===== config.mk =====
export PLATFORM = sky130hd
export DESIGN_NAME = regfile_writeback_queue
export DESIGN_NICKNAME = d
export VERILOG_FILES = /design/src/rtl/regfile_writeback_queue.sv
export SDC_FILE = /design/constraint.sdc
export NUM_CORES = 1
export LEC_CHECK = 0
export BUFFER_PORTS_ARGS = -buffer_cell sky130_fd_sc_hd__buf_2
export CAP_MARGIN = 5
export CELL_PAD_IN_SITES_DETAIL_PLACEMENT = 0
export CELL_PAD_IN_SITES_GLOBAL_PLACEMENT = 1
export CORE_ASPECT_RATIO = 1.75
export CORE_UTILIZATION = 43
export DETAILED_ROUTE_END_ITERATION = 10
export GPL_ROUTABILITY_DRIVEN = 1
export GPL_TIMING_DRIVEN = 0
export PLACE_DENSITY = 0.75
export RECOVER_POWER = 100
export SLEW_MARGIN = 20
export SYNTH_ARGS = -nofsm -noshare
export SYNTH_HDL_FRONTEND = slang
export SYNTH_SLANG_ARGS = --single-unit
export TNS_END_PERCENT = 100

===== constraint.sdc =====
create_clock -name clk -period 3.25 [get_ports clk]
set_input_delay 0.1625 -clock clk [delete_from_list [all_inputs] [get_ports clk]]
set_output_delay 0.1625 -clock clk [all_outputs]
set_load 0.05 [all_outputs]

===== src/rtl/regfile_writeback_queue.sv =====
// regfile_writeback_queue
//
// Collects writeback results from the execute path and the load path and
// drains them, strictly in order, into the register file write port at a
// rate of one write per cycle. It also publishes a per-register pending
// mask so that issue logic can stall on RAW hazards.
//
// Ports
//   clk        clock, all state updates on posedge
//   rst        synchronous reset, active-high
//   ex_valid   execute result valid
//   ex_rd      execute destination register
//   ex_data    execute result
//   ex_ready   execute result accepted when ex_valid & ex_ready
//   ld_valid   load result valid
//   ld_rd      load destination register
//   ld_data    load result
//   ld_ready   load result accepted when ld_valid & ld_ready
//   rf_we      register file write enable (queue non-empty)
//   rf_waddr   register file write address (head entry, else 0)
//   rf_wdata   register file write data (head entry, else 0)
//   busy_mask  bit i set iff a write to register i is queued; bit 0 always 0
//   count      number of occupied entries
module regfile_writeback_queue #(
    parameter int unsigned DEPTH = 4,
    parameter int unsigned XLEN  = 32
) (
    input  logic                       clk,
    input  logic                       rst,
    input  logic                       ex_valid,
    input  logic [4:0]                 ex_rd,
    input  logic [XLEN-1:0]            ex_data,
    output logic                       ex_ready,
    input  logic                       ld_valid,
    input  logic [4:0]                 ld_rd,
    input  logic [XLEN-1:0]            ld_data,
    output logic                       ld_ready,
    output logic                       rf_we,
    output logic [4:0]                 rf_waddr,
    output logic [XLEN-1:0]            rf_wdata,
    output logic [31:0]                busy_mask,
    output logic [$clog2(DEPTH+1)-1:0] count
);

    localparam int unsigned PW = $clog2(DEPTH);
    localparam int unsigned CW = $clog2(DEPTH+1);

    logic [4:0]      rd_q   [DEPTH];
    logic [XLEN-1:0] data_q [DEPTH];
    logic [DEPTH-1:0] vld_q, vld_d;
    logic [PW-1:0]   rd_ptr_q, rd_ptr_d;
    logic [PW-1:0]   wr_ptr_q, wr_ptr_d;
    logic [CW-1:0]   count_q, count_d;

    logic            push_ld, push_ex, pop;
    logic [PW-1:0]   ex_slot;

    // Readiness looks only at the registered occupancy; a pop happening in
    // the same cycle is deliberately not credited.
    assign ld_ready = (count_q < CW'(DEPTH));
    assign ex_ready = (count_q < CW'(DEPTH - 1));

    // rd==0 handshakes complete normally but never occupy an entry.
    assign push_ld = ld_valid & ld_ready & (ld_rd != 5'd0);
    assign push_ex = ex_valid & ex_ready & (ex_rd != 5'd0);
    assign pop     = (count_q != '0);

    // The load result is older, so it takes the first free slot and the
    // execute result lands behind it when both arrive together.
    assign ex_slot = push_ld ? (wr_ptr_q + PW'(1)) : wr_ptr_q;

    always_comb begin
        vld_d    = vld_q;
        rd_ptr_d = rd_ptr_q;
        wr_ptr_d = wr_ptr_q + PW'(push_ld) + PW'(push_ex);
        count_d  = count_q + CW'(push_ld) + CW'(push_ex) - CW'(pop);
        if (pop) begin
            vld_d[rd_ptr_q] = 1'b0;
            rd_ptr_d        = rd_ptr_q + PW'(1);
        end
        if (push_ld) begin
            vld_d[wr_ptr_q] = 1'b1;
        end
        if (push_ex) begin
            vld_d[ex_slot] = 1'b1;
        end
    end

    always_ff @(posedge clk) begin
        if (rst) begin
            vld_q    <= '0;
            rd_ptr_q <= '0;
            wr_ptr_q <= '0;
            count_q  <= '0;
        end else begin
            vld_q    <= vld_d;
            rd_ptr_q <= rd_ptr_d;
            wr_ptr_q <= wr_ptr_d;
            count_q  <= count_d;
        end
    end

    // Payload storage needs no reset: occupancy is tracked by vld_q/count_q.
    always_ff @(posedge clk) begin
        if (push_ld) begin
            rd_q[wr_ptr_q]   <= ld_rd;
            data_q[wr_ptr_q] <= ld_data;
        end
        if (push_ex) begin
            rd_q[ex_slot]   <= ex_rd;
            data_q[ex_slot] <= ex_data;
        end
    end

    assign rf_we    = pop;
    assign rf_waddr = pop ? rd_q[rd_ptr_q]   : '0;
    assign rf_wdata = pop ? data_q[rd_ptr_q] : '0;
    assign count    = count_q;

    // Pending mask: OR-reduce one-hot destinations of occupied slots, so
    // repeated writes to one register keep its bit set until the last pops.
    logic [DEPTH:0][31:0] mask_acc;
    assign mask_acc[0] = '0;
    for (genvar g = 0; g < DEPTH; g++) begin : g_mask
        assign mask_acc[g+1] = mask_acc[g] | (vld_q[g] ? (32'd1 << rd_q[g]) : 32'd0);
    end
    assign busy_mask = mask_acc[DEPTH] & ~32'd1;

endmodule


== Yosys cells after proc, flatten, opt, wreduce, memory -nomap -nowiden ==
Memories as Yosys holds them, arrays and structs flattened. A register that Yosys moved wholly into a read port is not among the register bits.
Index checks and enable logic that the tools add are counted.

* $add $sub $neg: 7
* $lt $le $gt $ge: 8
* Shifts and indexed selects: 4
* Multiplexer cells: 24
* Bitwise gates (word level): 11
* Reductions and logical operators: 6

{| class="wikitable"
|+ Operators with widths
! operator !! count
|-
| 2-to-1 mux 32 bit || 5
|-
| left shift 1 x 5 -> 32 bit, first input constant || 4
|-
| bitwise OR 32 bit || 3
|-
| 2-to-1 mux 4 bit || 3
|-
| 2-to-1 mux 2 bit || 5
|-
| nonzero test 5 bit || 2
|-
| < comparator 2 x 3 -> 1 bit, second input constant || 3
|-
| bitwise OR 4 bit || 2
|-
| 2-to-1 mux 1 bit || 7
|-
| adder 3 x 1 -> 3 bit || 2
|-
| demux 1 bit (select 2 bit) || 3
|-
| greater-or-equal comparator 2 x 1 -> 1 bit, second input constant || 3
|-
| 2-to-1 mux 5 bit || 1
|-
| adder 2 x 1 -> 2 bit || 2
|-
| adder 2 x 1 -> 2 bit, second input constant || 2
|-
| AND 1 bit || 4
|-
| AND 4 bit || 1
|-
| NOT 4 bit || 1
|-
| logical AND 1 bit || 3
|-
| < comparator 3 x 2 -> 1 bit, second input constant || 1
|-
| < comparator 3 bit, second input constant || 1
|-
| nonzero test 3 bit || 1
|-
| subtractor 3 x 1 -> 3 bit || 1
|}

* Bits in registers: 11
* RAM bits: 148
* Bits of input ports: 78
* Output and inout bits: 75
* Word-level logic and storage cells: 66
* Memories kept: 2

{| class="wikitable"
|+ Memories
! memory !! words !! width !! rd ports !! clocked after memory_dff !! write ports !! RTL line !! RTL
|-
| data_q || 4 || 32 || 1 || 1 || 2 || 49 || <nowiki>logic [XLEN-1:0] data_q [DEPTH];</nowiki>
|-
| rd_q || 4 || 5 || 5 || 1 || 2 || 48 || <nowiki>logic [4:0] rd_q [DEPTH];</nowiki>
|}

== Logic depth before layout (Yosys ltp) ==
* Depth in word-level cells: 11
* Gate-level depth with buffers: 10

== Worst setup path before layout ==
OpenSTA, ideal clock, no wires.

* Path type: register -> register
* Start: register count_q[2] (netlist: count[2])
* End: memory data_q[3][0], enable pin
* Library setup time: 0.445 ns
* Arrival: 4.536 ns
* Data required time: 2.805 ns
* Path slack: -1.731 ns
* Cell stages (with the launch flop): 7
* Buffers on the path: 0
* Period minus slack after synthesis: 4.981 ns
* Cells stage by stage: dfxtp_1 inv_1 ha_1 a21oi_1 o211a_4 nand3_1 o22ai_1

{| class="wikitable"
|+ RTL lines
! element !! RTL line !! RTL
|-
| start: declaration || 53 || <nowiki>logic [CW-1:0] count_q, count_d;</nowiki>
|-
| start signal: assignment || 99 || <nowiki>count_q <= count_d;</nowiki>
|-
| end: declaration || 49 ||
|}

==> reports/metrics.csv <==
metric;value;unit
ys_seq_area_frac;0.501;
placedCellCount;1097;
drc;1;
cap_violations;1;
ctsResizeCount;0;
antenna_cells;0;
status;finished with violations;
drt_iter0_drc;429;
reg2reg_slack;140;ps
core_area;21400;um2
finalNonFillerCells;1130;
fin_skew;6.88;ps
grt_max_degree;38;
synth_ff_type;edfxtp_1;
routed-via-count;6487;
drt-wirelength-per-cell;24.3;um
die_h;197;um
hold_violations;0;
vias_per_cell;5.74;
initial_core_util;0.438;
ys_seq_elements;161;
critPathMaxFanout;7;
yosysTopAreaCell;edfxtp_1;
synth.area.top_cells;edfxtp_1 (47%), mux2_2 (12%), mux4_2 (8.9%);
synth_fp_nets;741;
async_reset_ff_frac;0;
total_power;11300;uW
clockRootBuffer;clkbuf_16;
antenna_found_initial;2;
drt-total-wl;27500;um
grt_pass1_wl;40900;um
clkTransAtPathRegs;60;ps
critPathCapture;busy_mask[5];
ios;153;
vdd_ir_drop_max;504;uV
port_buffers;151;
dp_hpwl;19700;um
first_global_vias;7036;
cts_tree;built;
synth_cell_types;50;
final_area;11100;um2
yosysTopAreaCellShare;0.474;
synth_area;9380;um2
violations;design-rule violations, max-capacitance violations, max-slew violations;
postRouteAntennaNets;0;
synth_enable_flop_cells;148;
busiest_layer;met2;
drive_above_1_share;0.388;
h-tree-depth;4;
drtPass1Iterations;8;
rsz0062_at_grt;no;
yosysWarnings;0;
cp.arrival;2970;ps
layout_common_cells;edfxtp_1 (148), mux2_2 (100), buf_2 (91), clkbuf_1 (59), mux2_1 (46);
hp-class;input port to register;
avgSynthCellArea;14.4;um2
critical_path_class;register to output pin;
critPathLaunchType;register;
synth_cells;650;
nFillCells;1895;
die_area;22400;um2
rr_endpoint;data_q[1][21];
clk_latency;420;ps
total_leakage_power;0.00396;uW
cts_hold_buffers;1;
powerDensity;1020;nW/um2
die_w;114;um
setup_viol;0;
r2r_start;count[2];
final_common_cell;edfxtp_1;
crit_path_end_kind;output pin;
syn_to_final_growth;18.0;%
grt_overflow;0;
worst_pin_slew;1670;ps
timing.fmax;0.319;GHz
cts_setup_buffers;0;
cts_buffer_depth;2;
maxSlewViolCount;8;
cts_buffers;17;
whs;61.2;ps
met2_usage;0.492;
met1_usage;0.243;
period_needed;3140;ps
grt_usage;0.251;
rows;71;
gp_congestion;0.993;
reg2regPathDepth;8;
final_util;0.517;
dpl_cell_area;10700;um2
nets;916;
startpoint;rd_q[1][3];
required;3090;ps
use_met3;0.0420;
relSlewSlack;-0.113;
post-route-period-util;0.965;
cts_sinks;161;
[how the worst min path moves through the flow]
stage | slack [ps] | cells after the start | end | startpoint
6_report | 60 | 2 | data_q[2][20] | ld_data[20]
5_1_grt | 60 | 2 | data_q[2][20] | ld_data[20]
4_1_cts | 50 | 2 | data_q[3][7] | ex_data[7]
3_5_place_dp | 420 | 2 | wr_ptr_q[0] | rst
3_3_place_gp | 410 | 2 | count[1] | rst
2_1_floorplan | 230 | 1 | count[1] | rst
[power by group]
| part | switching, uW | leakage, uW | internal, uW |
|---|---|---|---|
| sequential | 297 | 0.00148 | 3140 |
| combinational | 3760 | 0.00217 | 1910 |
| clock | 831 | 0.000308 | 1360 |
[synthesized netlist by cell type (all sizes together), types with 10 or more instances]
| cell type | count |
|---|---|
| mux2 | 149 |
| nand3b | 10 |
| nand2 | 28 |
| ha | 10 |
| edfxtp | 148 |
| buf | 22 |
| a22oi | 15 |
| clkbuf | 21 |
| inv | 15 |
| o221ai | 14 |
| a221o | 14 |
| dfxtp | 13 |
| and2 | 39 |
| nor2 | 21 |
| mux4 | 37 |
[critical path, stage by stage, from the launching register on]
cell and delay, ps:
edfxtp_1 440, nor3b_1 1340, a22oi_1 260, o221ai_1 180
clkbuf_2 330
[kinds of logic after synthesis]
group           after synthesis  share of synthesized area
compound gates               78                     0.0640
xor+xnor                      4                    0.00574
fa+ha+maj                    13                     0.0197
buf+inv                      59                     0.0343
flops                       161                      0.501
mux                         187                      0.284
other cells                   1                   0.000400
simple gates                147                     0.0900
[layer usage]
layer / vias up / share of wire
li1: 2916 / -
met5: - / 0.0011
met2: 261 / 0.58
met1: 3239 / 0.34
met4: 4 / 0.035
met3: 67 / 0.050
[layout make-up]
class	instances	area, um2	share of cell area
inverter	16	67.6	0.00610
clock buffer	18	429	0.0388
clock inverter	14	210	0.0190
timing repair buffer	156	835	0.0754
multi-input combinational	430	4240	0.383
tap	292	365	0.0330
sequential	161	4700	0.425
buffer	43	218	0.0197
[metrics by stage]
stage          TNS, ps  setup slack [ps]
2_1_floorplan        0               124
3_3_place_gp      -944             -31.1
3_5_place_dp         0               207
4_1_cts              0               144
5_1_grt              0              12.3
6_report             0               113
[flip-flops by register name (all words and copies together), names as in the netlist, named ones only]
signal	cells
rd_q	20
count	3
data_q	128
vld_q	4
rd_ptr_q	2
wr_ptr_q	2
Power figures use the tool's default switching activity.
